$ cat src/rtl/system_top_pkg.sv
//==============================================================================
// Module   : system_top_pkg
// Purpose  : Shared constants and FSM state encoding for the SPI-read /
//            FSK H-bridge transmitter (system_top and spi_master).
// Ports    : none (package)
// Revision : 1.0 - initial release
//==============================================================================
`default_nettype none

package system_top_pkg;

  localparam int         CLK_HZ       = 6250000;  // system clock frequency
  localparam int         SPI_HALF_DIV = 2;        // clocks per SCLK half-period
  localparam logic [7:0] CMD_READ     = 8'h03;    // command byte on MOSI
  localparam int         WORD_BITS    = 16;       // data bits read per frame
  localparam int         HALF0        = 50;       // carrier half-period, bit 0
  localparam int         HALF1        = 40;       // carrier half-period, bit 1
  localparam int         DEAD         = 2;        // dead-time clocks per transition
  localparam int         CYC_PER_BIT  = 16;       // carrier cycles per data bit
  localparam int         TRIG_LEN     = 8;        // o_Master_Trig width in clocks

  // SPI frame = command byte followed by the data word.
  localparam int         FRAME_BITS   = 8 + WORD_BITS;

  // Width of the carrier phase counter (covers 0 .. 2*max(H)-1).
  localparam int         PH_W         = $clog2(2 * ((HALF0 > HALF1) ? HALF0 : HALF1));

  typedef enum logic [2:0] {
    ST_IDLE      = 3'd0,
    ST_READ      = 3'd1,
    ST_TRIG      = 3'd2,
    ST_TX        = 3'd3,
    ST_WAIT_DONE = 3'd4
  } state_t;

endpackage : system_top_pkg

`default_nettype wire

$ cat src/rtl/spi_master.sv
//==============================================================================
// Module   : spi_master
// Purpose  : Mode-0 SPI read engine. On i_start it drops CS_n, shifts out
//            CMD_READ followed by WORD_BITS zeros (MSB first) and captures
//            WORD_BITS bits of MISO during the data phase.
// Ports    : i_clk, i_rst_n     - clock, async active-low reset
//            i_start            - one-clock request to run a frame
//            i_miso             - serial data from slave
//            o_sclk/o_mosi/o_cs_n - SPI bus
//            o_done             - one-clock pulse as CS_n returns high
//            o_word             - captured word (valid with o_done)
// Revision : 1.0 - initial release
//==============================================================================
`default_nettype none

module spi_master
  import system_top_pkg::*;
(
  input  logic                 i_clk,
  input  logic                 i_rst_n,
  input  logic                 i_start,
  input  logic                 i_miso,
  output logic                 o_sclk,
  output logic                 o_mosi,
  output logic                 o_cs_n,
  output logic                 o_done,
  output logic [WORD_BITS-1:0] o_word
);

  localparam int DIV_W  = (SPI_HALF_DIV > 1) ? $clog2(SPI_HALF_DIV) : 1;
  localparam int HALF_W = $clog2(2 * FRAME_BITS + 1);

  localparam logic [DIV_W-1:0]  c_div_last  = DIV_W'(SPI_HALF_DIV - 1);
  // Half-periods 0..2*FRAME_BITS-1 are SCLK edges; the next one releases CS_n.
  localparam logic [HALF_W-1:0] c_last_half = HALF_W'(2 * FRAME_BITS);
  // First rising edge of the data phase (after 8 command bits).
  localparam logic [HALF_W-1:0] c_first_rx  = HALF_W'(2 * 8);

  logic                  r_busy;
  logic                  r_sclk;
  logic                  r_cs_n;
  logic                  r_done;
  logic [DIV_W-1:0]      r_div;
  logic [HALF_W-1:0]     r_half;
  logic [FRAME_BITS-1:0] r_shift;
  logic [WORD_BITS-1:0]  r_rx;

  always_ff @(posedge i_clk or negedge i_rst_n) begin
    if (!i_rst_n) begin
      r_busy  <= 1'b0;
      r_sclk  <= 1'b0;
      r_cs_n  <= 1'b1;
      r_done  <= 1'b0;
      r_div   <= '0;
      r_half  <= '0;
      r_shift <= '0;
      r_rx    <= '0;
    end else begin
      r_done <= 1'b0;
      if (i_start && !r_busy) begin
        // First MOSI bit is presented here, one half-period ahead of SCLK.
        r_busy  <= 1'b1;
        r_cs_n  <= 1'b0;
        r_sclk  <= 1'b0;
        r_div   <= '0;
        r_half  <= '0;
        r_shift <= {CMD_READ, {WORD_BITS{1'b0}}};
        r_rx    <= '0;
      end else if (r_busy) begin
        if (r_div == c_div_last) begin
          r_div <= '0;
          if (r_half == c_last_half) begin
            r_busy <= 1'b0;
            r_cs_n <= 1'b1;
            r_done <= 1'b1;
          end else begin
            r_half <= r_half + HALF_W'(1);
            r_sclk <= ~r_sclk;
            if (!r_half[0]) begin
              // Even half index: SCLK rising edge, sample MISO in data phase.
              if (r_half >= c_first_rx) begin
                r_rx <= {r_rx[WORD_BITS-2:0], i_miso};
              end
            end else begin
              // Odd half index: SCLK falling edge, advance MOSI.
              r_shift <= {r_shift[FRAME_BITS-2:0], 1'b0};
            end
          end
        end else begin
          r_div <= r_div + DIV_W'(1);
        end
      end
    end
  end

  assign o_sclk = r_sclk;
  assign o_mosi = r_shift[FRAME_BITS-1];
  assign o_cs_n = r_cs_n;
  assign o_done = r_done;
  assign o_word = r_rx;

endmodule : spi_master

`default_nettype wire

$ cat src/rtl/system_top.sv
//==============================================================================
// Module   : system_top
// Purpose  : Reads a word over SPI, pulses a frame trigger, then transmits
//            the word MSB first as FSK on an H-bridge (two diagonals with
//            dead time), and waits for a downstream done edge to repeat.
// Ports    : i_fpga_clock       - system clock
//            i_Rst_L            - async active-low reset
//            i_SPI_MISO         - SPI data in
//            i_Done_Trig        - async done request (rising edge)
//            o_SPI_Clk/o_SPI_MOSI/o_SPI_CS_n - SPI bus
//            o_Master_Trig      - frame-start pulse
//            F1Q1, F1Q4         - diagonal A gate drives
//            F2Q2, F2Q3         - diagonal B gate drives
// Revision : 1.0 - initial release
//==============================================================================
`default_nettype none

module system_top
  import system_top_pkg::*;
(
  input  logic i_fpga_clock,
  input  logic i_Rst_L,
  input  logic i_SPI_MISO,
  input  logic i_Done_Trig,
  output logic o_SPI_Clk,
  output logic o_SPI_MOSI,
  output logic o_SPI_CS_n,
  output logic o_Master_Trig,
  output logic F1Q1,
  output logic F1Q4,
  output logic F2Q2,
  output logic F2Q3
);

  localparam int CYC_W  = $clog2(CYC_PER_BIT);
  localparam int BIT_W  = $clog2(WORD_BITS);
  localparam int TRIG_W = $clog2(TRIG_LEN);

  localparam logic [PH_W-1:0]   c_half0     = PH_W'(HALF0);
  localparam logic [PH_W-1:0]   c_half1     = PH_W'(HALF1);
  localparam logic [PH_W-1:0]   c_dead      = PH_W'(DEAD);
  localparam logic [CYC_W-1:0]  c_cyc_last  = CYC_W'(CYC_PER_BIT - 1);
  localparam logic [BIT_W-1:0]  c_bit_last  = BIT_W'(WORD_BITS - 1);
  localparam logic [TRIG_W-1:0] c_trig_last = TRIG_W'(TRIG_LEN - 1);

  state_t                r_state;
  state_t                w_next;

  logic                  w_spi_start;
  logic                  w_spi_done;
  logic [WORD_BITS-1:0]  w_spi_word;

  logic                  r_done_meta;
  logic                  r_done_sync;
  logic                  r_done_prev;
  logic                  w_done_rise;

  logic [WORD_BITS-1:0]  r_word;
  logic [TRIG_W-1:0]     r_trig_cnt;
  logic [WORD_BITS-1:0]  r_tx_word;
  logic [BIT_W-1:0]      r_bit_cnt;
  logic [CYC_W-1:0]      r_cyc_cnt;
  logic [PH_W-1:0]       r_phase;
  logic                  r_diag_a;
  logic                  r_diag_b;

  logic [PH_W-1:0]       w_half;
  logic [PH_W-1:0]       w_period;
  logic                  w_phase_last;
  logic                  w_cyc_last;
  logic                  w_tx_end;
  logic                  w_a;
  logic                  w_b;

  //--------------------------------------------------------------------------
  // SPI read engine
  //--------------------------------------------------------------------------
  spi_master u_spi (
    .i_clk   (i_fpga_clock),
    .i_rst_n (i_Rst_L),
    .i_start (w_spi_start),
    .i_miso  (i_SPI_MISO),
    .o_sclk  (o_SPI_Clk),
    .o_mosi  (o_SPI_MOSI),
    .o_cs_n  (o_SPI_CS_n),
    .o_done  (w_spi_done),
    .o_word  (w_spi_word)
  );

  //--------------------------------------------------------------------------
  // Done request: two-flop synchronizer plus edge detect
  //--------------------------------------------------------------------------
  always_ff @(posedge i_fpga_clock or negedge i_Rst_L) begin
    if (!i_Rst_L) begin
      r_done_meta <= 1'b0;
      r_done_sync <= 1'b0;
      r_done_prev <= 1'b0;
    end else begin
      r_done_meta <= i_Done_Trig;
      r_done_sync <= r_done_meta;
      r_done_prev <= r_done_sync;
    end
  end

  assign w_done_rise = r_done_sync & ~r_done_prev;

  //--------------------------------------------------------------------------
  // Carrier timing. The half-period follows the bit currently at the MSB of
  // the shift register, which only moves on a cycle boundary.
  //--------------------------------------------------------------------------
  assign w_half       = r_tx_word[WORD_BITS-1] ? c_half1 : c_half0;
  assign w_period     = {w_half[PH_W-2:0], 1'b0};
  assign w_phase_last = (r_phase == (w_period - PH_W'(1)));
  assign w_cyc_last   = (r_cyc_cnt == c_cyc_last);
  assign w_tx_end     = (r_state == ST_TX) && w_phase_last && w_cyc_last &&
                        (r_bit_cnt == c_bit_last);

  // The two windows are disjoint phase ranges, so A and B can never overlap.
  assign w_a = (r_state == ST_TX) && (r_phase < (w_half - c_dead));
  assign w_b = (r_state == ST_TX) && (r_phase >= w_half) &&
               (r_phase < (w_period - c_dead));

  //--------------------------------------------------------------------------
  // Datapath: word latch, trigger counter, FSK counters, gate registers
  //--------------------------------------------------------------------------
  always_ff @(posedge i_fpga_clock or negedge i_Rst_L) begin
    if (!i_Rst_L) begin
      r_word     <= '0;
      r_trig_cnt <= '0;
      r_tx_word  <= '0;
      r_bit_cnt  <= '0;
      r_cyc_cnt  <= '0;
      r_phase    <= '0;
      r_diag_a   <= 1'b0;
      r_diag_b   <= 1'b0;
    end else begin
      if ((r_state == ST_READ) && w_spi_done) begin
        r_word <= w_spi_word;
      end

      if (r_state == ST_TRIG) begin
        r_trig_cnt <= r_trig_cnt + TRIG_W'(1);
      end else begin
        r_trig_cnt <= '0;
      end

      if (r_state == ST_TX) begin
        if (w_phase_last) begin
          r_phase <= '0;
          if (w_cyc_last) begin
            r_cyc_cnt <= '0;
            r_bit_cnt <= r_bit_cnt + BIT_W'(1);
            r_tx_word <= {r_tx_word[WORD_BITS-2:0], 1'b0};
          end else begin
            r_cyc_cnt <= r_cyc_cnt + CYC_W'(1);
          end
        end else begin
          r_phase <= r_phase + PH_W'(1);
        end
      end else begin
        // Preload so the first TX clock already uses the latched MSB.
        r_tx_word <= r_word;
        r_bit_cnt <= '0;
        r_cyc_cnt <= '0;
        r_phase   <= '0;
      end

      r_diag_a <= w_a;
      r_diag_b <= w_b;
    end
  end

  assign F1Q1 = r_diag_a;
  assign F1Q4 = r_diag_a;
  assign F2Q2 = r_diag_b;
  assign F2Q3 = r_diag_b;

  //--------------------------------------------------------------------------
  // FSM: state register
  //--------------------------------------------------------------------------
  always_ff @(posedge i_fpga_clock or negedge i_Rst_L) begin
    if (!i_Rst_L) begin
      r_state <= ST_IDLE;
    end else begin
      r_state <= w_next;
    end
  end

  //--------------------------------------------------------------------------
  // FSM: next state
  //--------------------------------------------------------------------------
  always_comb begin
    w_next = r_state;
    case (r_state)
      ST_IDLE:      w_next = ST_READ;
      ST_READ:      if (w_spi_done) w_next = ST_TRIG;
      ST_TRIG:      if (r_trig_cnt == c_trig_last) w_next = ST_TX;
      ST_TX:        if (w_tx_end) w_next = ST_WAIT_DONE;
      ST_WAIT_DONE: if (w_done_rise) w_next = ST_READ;
      default:      w_next = ST_IDLE;
    endcase
  end

  //--------------------------------------------------------------------------
  // FSM: outputs
  //--------------------------------------------------------------------------
  always_comb begin
    o_Master_Trig = (r_state == ST_TRIG);
    // Kick the SPI engine on every entry into READ.
    w_spi_start   = (w_next == ST_READ) && (r_state != ST_READ);
  end

endmodule : system_top

`default_nettype wire

$ cat config.mk
export PLATFORM = sky130hd
export DESIGN_NAME = system_top
export DESIGN_NICKNAME = d
export VERILOG_FILES = /design/src/rtl/system_top_pkg.sv /design/src/rtl/spi_master.sv /design/src/rtl/system_top.sv
export SDC_FILE = /design/constraint.sdc
export NUM_CORES = 1
export LEC_CHECK = 0
export ABC_CLOCK_PERIOD_IN_PS = 4300
export BUFFER_PORTS_ARGS = -buffer_cell sky130_fd_sc_hd__buf_4
export CAP_MARGIN = 25
export CORE_ASPECT_RATIO = 0.9
export CORE_MARGIN = 2
export CORE_UTILIZATION = 66
export DETAILED_ROUTE_END_ITERATION = 10
export PLACE_DENSITY_LB_ADDON = 0.2
export RECOVER_POWER = 100
export REMOVE_ABC_BUFFERS = 1
export SKIP_CTS_REPAIR_TIMING = 1
export SYNTH_ARGS = -nofsm -noshare
export SYNTH_HDL_FRONTEND = slang
export SYNTH_HIERARCHICAL = 1
export SYNTH_SLANG_ARGS = --single-unit
$ cat constraint.sdc
create_clock -name i_fpga_clock -period 4.3 [get_ports i_fpga_clock]
set_clock_uncertainty 0.05 [all_clocks]
set_input_delay 0.215 -clock i_fpga_clock [delete_from_list [all_inputs] [get_ports i_fpga_clock]]
set_output_delay 0.215 -clock i_fpga_clock [all_outputs]
set_load 0.03 [all_outputs]
==> impl_summary.txt, run 1 <==
----------------------------------------------------
[STA]
  Pin slew with the least headroom to its limit ... 2.23 ns
  Final setup violating endpoints ... 0
  Relative slew slack ... -49.5%
  Number of failing hold endpoints at the final stage ... 0
  Final critical-path share of the clock period ... 73.1%
  Post-layout min period ... 3.15 ns
  Tightest hold margin ... 0.0452 ns
  Unrepaired setup endpoints after global routing ... false
  Max-slew violations ... 86
  Fin Setup TNS ... 0 ns
  Peak clock frequency supported by timing ... 318 MHz

[Detailed routing]
  Post-detailed-route DRC marker count ... 0
  Via/cell ratio ... 5.61
  Overall routed net length ... 6940 µm
  Detail Route Antenna Nets ... 0
  Average routed wire per standard cell ... 14.7 µm
  Number of DRC markers in iteration 0 ... 129
  TritonRoute pass-1 iters ... 4
  Detailed-route via count ... 2,648

[Floorplanning]
  Number of I/O pins ... 12
  Starting density of the core ... 68.7%
  Area enclosed by the die boundary ... 7060 µm²
  Floorplan die width ... 88.3 µm
  Number of placement rows ... 27
  Die Height ... 79.9 µm
  Area of the core region ... 6150 µm²

[Place]
  Estimated wirelength of the detail-placed design ... 4560 µm
  GP Congestion ... 0.811
  Port Buffers ... 11

[Synth]
  Synth top area share ... 54.5%
  Gate count of the mapped netlist ... 371
  Mean instance size in the synthesized netlist ... 11.4 µm²
  Most common flop cell mapped by yosys ... sky130_fd_sc_hd__dfrtp_1
  Number of synthesized flops with an enable pin ... 0
  Most area-consuming cells after synthesis ... sky130_fd_sc_hd__dfrtp_1 55%, sky130_fd_sc_hd__mux2i_1 9.5%, sky130_fd_sc_hd__nand2_1 5.0%, sky130_fd_sc_hd__mux2_2 4.8%, sky130_fd_sc_hd__ha_1 3.9%
  Register bit total from synthesis ... 93
  Post-synthesis instance area ... 4220 µm²
  Leading area contributor after synthesis ... sky130_fd_sc_hd__dfrtp_1
  Warnings, synthesis ... 6
  Number of unique standard cell types used by synthesis ... 50
  Asr flop ratio synth ... 100%
  Seq/Total Area, Yosys ... 55.1%

[Critical path]
  R2r endpoint ... r_state[0]
  Critical path cell sequence ... inv_1 > ha_1 > nand4b_1 > nor3_4 > clkbuf_1 > nand4_1 > a221o_1
  R2r setup slk ... 1.15 ns
  Worst reg2reg path depth ... 7
  Data arrival time of the worst path ... 3.33 ns
  Endpoint kind of the worst setup timing path ... flop
  CP Launch Type ... flop
  Crit Reg-Reg Startpoint ... r_tx_word[15]
  Number of buffers and inverters on the critical path ... 2
  Type of the setup path with the least slack ... flop to flop
  Highest cell delay on the worst timing path ... 0.63 ns
  Crit path required time ... 4.49 ns
  Cell family contributing the most delay on the critical path ... simple AND/OR/NAND/NOR gates
  Largest fanout of any net on the critical path ... 12
  Slowest cell on the critical path ... sky130_fd_sc_hd__nor3_4

[Clock tree]
  Library cell used as clock root buffer ... sky130_fd_sc_hd__clkbuf_8
  Clock sink total ... 93
  Number of H-tree levels ... 3
  Clock edge transition at the registers on the reported setup and hold paths ... 0.08 ns
  Clock latency reported for the late side of the worst-skew pair ... 0.35 ns
  Clock buffer count from CTS ... 9
  CTS tree ... done
  Number of buffers between clock root and the deepest sink ... 2

[Power and ir drop]
  Power Dens Cells ... 351 nW/µm²
  Static leakage ... 2.22 nW
  Overall power after layout ... 1.59 mW
  Worst VDD drop ... 0.000300 V

[Hold path]
  Hold Crit Endpoint ... u_spi/o_word[0]
  Hold WC Path Type ... primary input to flop
  Min-delay src ... i_SPI_MISO
  Hold depth ... 3

[Finish]
  Layout cells sized above 1 ... 11.2%
  Number of antenna repair diodes ... 0
  Layout area overhead ... 7.23%
  Most frequent cells in the layout ... 92 x sky130_fd_sc_hd__dfrtp_1, 56 x sky130_fd_sc_hd__nand2_1, 40 x sky130_fd_sc_hd__mux2i_1, 24 x sky130_fd_sc_hd__o21ai_0, 19 x sky130_fd_sc_hd__nor2_1
  Leading cell type in the layout, fill and taps excluded ... sky130_fd_sc_hd__dfrtp_1
  Fill cell instance count of the final layout ... 425
  # nets final ... 398

[GRT]
  Number of global-route vias before repair ... 2,633
  Maximum number of pins on one net before global-route repair ... 68
  Congestion Overflow GR ... 0
  Wire length of the first global-routing pass ... 12,400 µm
  All-Layer GR Usage ... 23.0%
  Number of antenna violations at the first check in global routing ... 0

[Outcome]
  Violated checks ... capacitance limit, slew limit
  Run status ... finished, violations left

[Run]
  Count of maximum capacitance violations ... 2

----------------------------------------------------
==> registers in the layout, indices dropped and copies added (netlist names), 3 cells and up <==
register,cells
r_state,3
r_trig_cnt,3
r_cyc_cnt,4
r_word,16
u_spi/o_word,16
u_spi/r_shift,8
r_tx_word,16
u_spi/r_half,6
r_phase,7
r_bit_cnt,4
==> through the flow <==
stage | std cells | instance area (µm²) | utilization, % | worst slack (ns)
3_3_place_gp | 454 | 4330 | 70.5 | 1.67
2_1_floorplan | 353 | 4110 | - | 1.38
3_5_place_dp | 454 | 4330 | 70.5 | 1.60
4_1_cts | 469 | 4580 | 74.4 | 1.55
6_report | 472 | 4530 | 73.7 | 1.15
5_1_grt | 472 | 4530 | 73.7 | 0.859
==> worst reg2reg max path, stage by stage, from the launching register on <==
cell,delay (ns)
sky130_fd_sc_hd__dfrtp_1,0.43
sky130_fd_sc_hd__inv_1,0.11
sky130_fd_sc_hd__ha_1,0.31
sky130_fd_sc_hd__nand4b_1,0.27
sky130_fd_sc_hd__nor3_4,0.63
sky130_fd_sc_hd__clkbuf_1,0.58
sky130_fd_sc_hd__nand4_1,0.27
sky130_fd_sc_hd__a221o_1,0.39
==> power by group <==
group / switching, mW / internal [mW]
clock network: 0.289 / 0.402
registers: 0.00145 / 0.877
logic: 0.0178 / 0.00394
==> cell usage after synthesis (all sizes together), types with 3 or more instances <==
| master | instances |
|---|---|
| nor3 | 7 |
| nand2 | 56 |
| nand3b | 3 |
| o21ai | 24 |
| and2 | 3 |
| inv | 13 |
| o211ai | 4 |
| mux2i | 40 |
| nor2b | 3 |
| a21oi | 10 |
| o31ai | 3 |
| dfrtp | 92 |
| nand3 | 9 |
| buf | 10 |
| mux2 | 18 |
| xnor2 | 6 |
| nor2 | 19 |
| clkbuf | 8 |
| ha | 13 |
==> worst max-delay path by stage <==
stage                      end     startpoint  depth (start not counted)
CTS                 r_state[0]  r_tx_word[15]                          7
finish              r_state[0]  r_tx_word[15]                          7
global placement    r_state[0]  r_tx_word[15]                          7
floorplan           r_state[0]  r_tx_word[15]                          6
detailed placement  r_state[0]  r_tx_word[15]                          7
global route        r_state[0]  r_tx_word[15]                          7
==> cell families after synthesis <==
logic type                 Yosys count  synth area share (%)
and+or+nand+nor                    115                  13.0
DFF                                 93                  55.1
muxes                               58                  14.3
AOI/OAI and AO/OA                   53                  8.29
buffers and inverters               31                  3.82
adders and majority gates           13                  3.85
xor gates and xnor gates             8                  1.66
==> layer usage <==
layer  GRT usage [%]  share of wire, %  up-vias
met5               0                 0        -
met3            7.14               3.0        6
met2            36.8                50       30
li1                -                 -     1307
met1            31.2                46     1305
met4            4.55              0.85        0
==> layout make-up <==
type | count | area, µm² | share of cell area (%)
clock buffers | 10 | 138 | 3.04
flip-flops and latches | 93 | 2330 | 51.4
multi-input cells | 247 | 1710 | 37.7
well taps | 87 | 109 | 2.40
repair buffers | 17 | 88.8 | 1.96
inverters | 13 | 48.8 | 1.08
clock inverters | 5 | 108 | 2.38
(Power assumes the default switching activity.)
==> run 2, diff against run 1 <==
ABC_CLOCK_PERIOD_IN_PS = 2800   (was 4300)
CORE_UTILIZATION = 56   (was 66)
clock period = 2.8 ns   (was 4.3 ns; I/O delays follow)
==> run 2 against run 1 <==
Net effect: the flow now finishes without violations; clock power is 23% higher; sequential cell count stayed put; critical endpoint is now u_spi/r_shift[17]; global-route usage is 3.1 points lower; critical path type unchanged; via count is 0.68% higher; final cell count is 1.9% higher; first-iteration DRC count is 22% lower; wire length is 3.0% higher; sequential power is 54% higher; critical path depth is 4 lower; utilization is 13 points lower.
==> impl_summary.txt, run 2 (synthesis results as in run 1) <==
----------------------------------------------------
[Critical path]
  Largest fanout of any net on the critical path ... 8
  Crit Reg-Reg Startpoint ... u_spi/r_half[3]
  Crit path required time ... 2.99 ns
  Worst reg2reg path depth ... 3
  Slowest cell on the critical path ... sky130_fd_sc_hd__o211ai_1
  Highest cell delay on the worst timing path ... 0.78 ns
  Endpoint kind of the worst setup timing path ... flop
  Setup crit end ... u_spi/r_shift[17]
  Data arrival time of the worst path ... 2.49 ns
  R2r endpoint ... u_spi/r_shift[17]
  CP Launch Type ... flop
  Type of the setup path with the least slack ... flop to flop
  Crit. path cell count ... 3
  Cell family contributing the most delay on the critical path ... compound AO/OA/AOI/OAI gates
  R2r setup slk ... 0.50 ns
  Critical path cell sequence ... or3b_1 > o211ai_1 > mux2_2
  Launching element of the worst setup path ... u_spi/r_half[3]
  Number of buffers and inverters on the critical path ... 0

[Clock tree]
  CTS tree ... done
  Clock buffer count from CTS ... 9
  Clock sink total ... 93
  Library cell used as clock root buffer ... sky130_fd_sc_hd__clkbuf_8
  Number of buffers between clock root and the deepest sink ... 2
  Clock edge transition at the registers on the reported setup and hold paths ... 0.08 ns
  Number of H-tree levels ... 3
  Clock latency reported for the late side of the worst-skew pair ... 0.35 ns

[STA]
  Unrepaired setup endpoints after global routing ... false
  Pin slew with the least headroom to its limit ... 1.43 ns
  Final setup slack of the worst path ... 0.504 ns
  Tightest hold margin ... 0.303 ns
  Final critical-path share of the clock period ... 82.0%
  Post-layout min period ... 2.30 ns
  Peak clock frequency supported by timing ... 436 MHz
  Final setup violating endpoints ... 0
  Max-slew violations ... 0
  Number of failing hold endpoints at the final stage ... 0
  Relative slew slack ... 4.58%

[Floorplanning]
  Number of placement rows ... 30
  Die Height ... 86.4 µm
  Area of the core region ... 7430 µm²
  Floorplan die width ... 95.6 µm
  Starting density of the core ... 56.8%
  Number of I/O pins ... 12
  Area enclosed by the die boundary ... 8260 µm²

[Place]
  Placed cell area ... 4360 µm²
  Estimated wirelength of the detail-placed design ... 4690 µm
  Cell Count Post-Placement ... 464
  DP Worst Slack ... 0.622 ns
  Port Buffers ... 11
  GP Congestion ... 0.788

[Detailed routing]
  Number of DRC markers in iteration 0 ... 100
  Post-detailed-route DRC marker count ... 0
  DR WL met3 ... 210 µm
  Via/cell ratio ... 5.54
  Overall routed net length ... 7150 µm
  Detailed-route wire length on metal 1 ... 3370 µm
  Total length of routed met2 wires ... 3440 µm
  Detailed-route via count ... 2,666
  Average routed wire per standard cell ... 14.9 µm
  TritonRoute pass-1 iters ... 6
  Detail Route Antenna Nets ... 0
  Highest routed layer ... met4

[Outcome]
  Run status ... complete, no violations

[Finish]
  Leading cell type in the layout, fill and taps excluded ... sky130_fd_sc_hd__dfrtp_1
  Post-Layout Inst Area ... 4510 µm²
  Area occupied by multi-input gates ... 1710 µm²
  Layout cells sized above 1 ... 11.4%
  Most frequent cells in the layout ... 92 x sky130_fd_sc_hd__dfrtp_1, 56 x sky130_fd_sc_hd__nand2_1, 40 x sky130_fd_sc_hd__mux2i_1, 23 x sky130_fd_sc_hd__o21ai_0, 19 x sky130_fd_sc_hd__nor2_1
  Layout area overhead ... 6.87%
  Number of antenna repair diodes ... 0
  FF/Latch Area ... 2330 µm²
  # nets final ... 399
  Cell Count, Final, Fillers Out ... 481
  Fill cell instance count of the final layout ... 618

[GRT]
  Number of global-route vias before repair ... 2,796
  Maximum number of pins on one net before global-route repair ... 57
  Wire length of the first global-routing pass ... 12,800 µm
  Congestion Overflow GR ... 0
  All-Layer GR Usage ... 19.8%
  Number of antenna violations at the first check in global routing ... 0

[Power and ir drop]
  Power Dens Cells ... 496 nW/µm²
  Worst VDD drop ... 0.000302 V
  Overall power after layout ... 2.24 mW
  Static leakage ... 2.21 nW

[Run]
  Count of maximum capacitance violations ... 0

[Hold path]
  Hold WC Path Type ... flop to flop

----------------------------------------------------
## run 2: changes by cell type in the layout (fill, tap and decap cells not counted), sizes merged
cell and change:
clkbuf -1, buf +3, inv -1, dlygate4sd3 +1, bufinv -2
## run 2: cell type report
class                   count  share of cell area (%)
clock buffers              12                    3.22
repair buffers             18                    2.72
clock inverters             2                   0.776
inverters                  13                    1.08
well taps                  96                    2.66
multi-input cells         247                    38.0
flip-flops and latches     93                    51.6
## run 2: how the worst min path moves through the flow
stage	endpoint	startpoint	cells past startpoint	slack, ns
finish	r_done_sync	r_done_meta	0	0.30
global route	r_done_sync	r_done_meta	0	0.33
CTS	r_phase[6]	i_Rst_L	1	-0.19
detailed placement	r_phase[6]	i_Rst_L	1	0.20
global placement	r_phase[5]	i_Rst_L	1	0.19
floorplan	F1Q1	i_Rst_L	0	-0.21
## run 2: through the flow
| step | utilization, % | setup TNS, ns |
|---|---|---|
| after floorplan | - | -0.176 |
| after global placement | 58.7 | 0 |
| after detailed placement | 58.7 | 0 |
| after CTS | 61.1 | 0 |
| after global routing | 60.7 | 0 |
| final | 60.7 | 0 |
## run 2: power by group
part / switching, mW / internal [mW]
Combinational: 0.0291 / 0.00966
Sequential: 0.00210 / 1.35
Clock: 0.424 / 0.427
## run 2: routing by layer
layer / vias to the layer above / GRT usage [%]
li1: 1307 / -
met3: 9 / 5.30
met4: 0 / 7.27
met5: - / 0
met2: 30 / 31.8
met1: 1320 / 26.0
==> run 3, diff against run 2 <==
ABC_CLOCK_PERIOD_IN_PS = 2200   (was 2800)
CORE_UTILIZATION = 62   (was 56)
clock period = 2.2 ns   (was 2.8 ns; I/O delays follow)
==> run 3 against run 2 <==
Net effect: via count increased by 2.0%; register-to-register slack lost 0.40 ns; setup slack worse by 0.40 ns; sequential cell count did not move; sequential power grew 27%; first-iteration DRC count grew 32%; design area grew 1.7%; combinational power rose by 15%; count of clock-buffer cells in the layout grew 1; total power increased by 30%; sequential share of layout area is 0.87 points lower; non-clock buffer count grew 12; critical path type unchanged; largest power group unchanged.
==> impl_summary.txt, run 3 (synthesis results as in run 1) <==
----------------------------------------------------
[Outcome]
  Run status ... complete, no violations

[STA]
  Fin Setup TNS ... 0 ns
  Max-slew violations ... 0
  Tightest hold margin ... 0.301 ns
  Relative slew slack ... 45.0%
  Final setup violating endpoints ... 0
  Peak clock frequency supported by timing ... 477 MHz
  Pin slew with the least headroom to its limit ... 0.825 ns
  Final critical-path share of the clock period ... 95.4%
  Number of failing hold endpoints at the final stage ... 0
  Final setup slack of the worst path ... 0.102 ns
  Post-layout min period ... 2.10 ns

[Power and ir drop]
  Static leakage ... 2.26 nW
  Power Dens Cells ... 634 nW/µm²
  Overall power after layout ... 2.91 mW
  Worst VDD drop ... 0.000389 V

[Critical path]
  Type of the setup path with the least slack ... flop to flop
  Crit path required time ... 2.39 ns
  Data arrival time of the worst path ... 2.29 ns
  Crit Reg-Reg Startpoint ... r_tx_word[15]
  CP Launch Type ... flop
  Endpoint kind of the worst setup timing path ... flop
  Worst reg2reg path depth ... 6
  Launching element of the worst setup path ... r_tx_word[15]
  Largest fanout of any net on the critical path ... 5

[Finish]
  Layout area overhead ... 8.71%
  # nets final ... 411
  FF/Latch Area ... 2330 µm²
  Fill cell instance count of the final layout ... 525
  Area occupied by multi-input gates ... 1710 µm²
  Most frequent cells in the layout ... 92 x sky130_fd_sc_hd__dfrtp_1, 56 x sky130_fd_sc_hd__nand2_1, 40 x sky130_fd_sc_hd__mux2i_1, 22 x sky130_fd_sc_hd__o21ai_0, 19 x sky130_fd_sc_hd__nor2_1
  Leading cell type in the layout, fill and taps excluded ... sky130_fd_sc_hd__dfrtp_1
  Cell Count, Final, Fillers Out ... 487
  Number of antenna repair diodes ... 0
  Layout cells sized above 1 ... 13.6%

[Clock tree]
  Number of H-tree levels ... 3
  Clock sink total ... 93
  Clock latency reported for the late side of the worst-skew pair ... 0.36 ns
  CTS tree ... done
  Number of buffers between clock root and the deepest sink ... 2
  Library cell used as clock root buffer ... sky130_fd_sc_hd__clkbuf_8
  Clock edge transition at the registers on the reported setup and hold paths ... 0.09 ns
  Clock buffer count from CTS ... 9

[Place]
  GP Congestion ... 0.834
  DP Worst Slack ... 0.0731 ns
  Estimated wirelength of the detail-placed design ... 4780 µm
  Port Buffers ... 11
  Cell Count Post-Placement ... 467

[Detailed routing]
  Number of DRC markers in iteration 0 ... 132
  Post-detailed-route DRC marker count ... 0
  Detail Route Antenna Nets ... 0
  Via/cell ratio ... 5.58
  TritonRoute pass-1 iters ... 4
  Detailed-route via count ... 2,718
  Average routed wire per standard cell ... 14.8 µm
  Overall routed net length ... 7220 µm

[GRT]
  Maximum number of pins on one net before global-route repair ... 61
  All-Layer GR Usage ... 21.1%
  Number of antenna violations at the first check in global routing ... 0
  Wire length of the first global-routing pass ... 12,300 µm
  Number of global-route vias before repair ... 2,616
  Congestion Overflow GR ... 0

[Floorplanning]
  Die Height ... 82.3 µm
  Area of the core region ... 6590 µm²
  Area enclosed by the die boundary ... 7490 µm²
  Floorplan die width ... 91.0 µm
  Starting density of the core ... 64.1%
  Number of placement rows ... 28
  Number of I/O pins ... 12

[Hold path]
  Hold depth ... 0
  Min-delay src ... r_done_meta
  Hold WC Path Type ... flop to flop

[Run]
  Count of maximum capacitance violations ... 0

----------------------------------------------------
-- run 3: cell types whose count changed in the layout (fill, tap and decap cells not counted), sizes merged --
cell    previous run  this run
clkbuf            22        28
buf                5        12
clkinv             1         0
-- run 3: worst paths after layout --
path,to,slack (ns)
setup / recovery,r_state[0],0.10
setup reg to reg,r_state[0],0.10
hold / removal,r_done_sync,0.30
hold reg to reg,r_done_sync,0.30
max in group asynchronous,r_tx_word[1],0.42
min in group asynchronous,F1Q1,0.32
-- run 3: worst max-delay path, stage by stage (launching register included) --
cell and delay [ns]:
sky130_fd_sc_hd__dfrtp_1 0.42, sky130_fd_sc_hd__inv_1 0.11, sky130_fd_sc_hd__ha_1 0.34, sky130_fd_sc_hd__nand2_1 0.15
sky130_fd_sc_hd__nor3_4 0.26, sky130_fd_sc_hd__nand4_1 0.22, sky130_fd_sc_hd__a221o_1 0.42
-- run 3: per-layer routing --
layer	up-vias	track usage (%)	wire length, µm
met4	0	8.18	103
li1	1324	-	-
met5	-	0	0
met3	9	4.63	178
met1	1358	27.4	3390
met2	27	35.4	3550
-- run 3: power breakdown --
group	internal (mW)	leakage (nW)	switching, mW	total, mW
sequential	1.71	1.26	0.00258	1.72
clock	0.607	0.102	0.544	1.15
combinational	0.00951	0.900	0.0353	0.0448
total	2.33	2.26	0.582	2.91
-- run 3: cell type report --
class / instances / area share, %
flip-flops and latches: 93 / 50.7
multi-input cells: 247 / 37.2
repair buffers: 30 / 4.22
clock buffers: 13 / 3.68
well taps: 90 / 2.45
inverters: 13 / 1.06
clock inverters: 1 / 0.654
-- run 3: per-stage QoR --
| stage | area (µm²) | util (%) |
|---|---|---|
| 2_1_floorplan | 4110 | - |
| 3_3_place_gp | 4420 | 67.2 |
| 3_5_place_dp | 4420 | 67.2 |
| 4_1_cts | 4620 | 70.2 |
| 5_1_grt | 4590 | 69.7 |
| 6_report | 4590 | 69.7 |
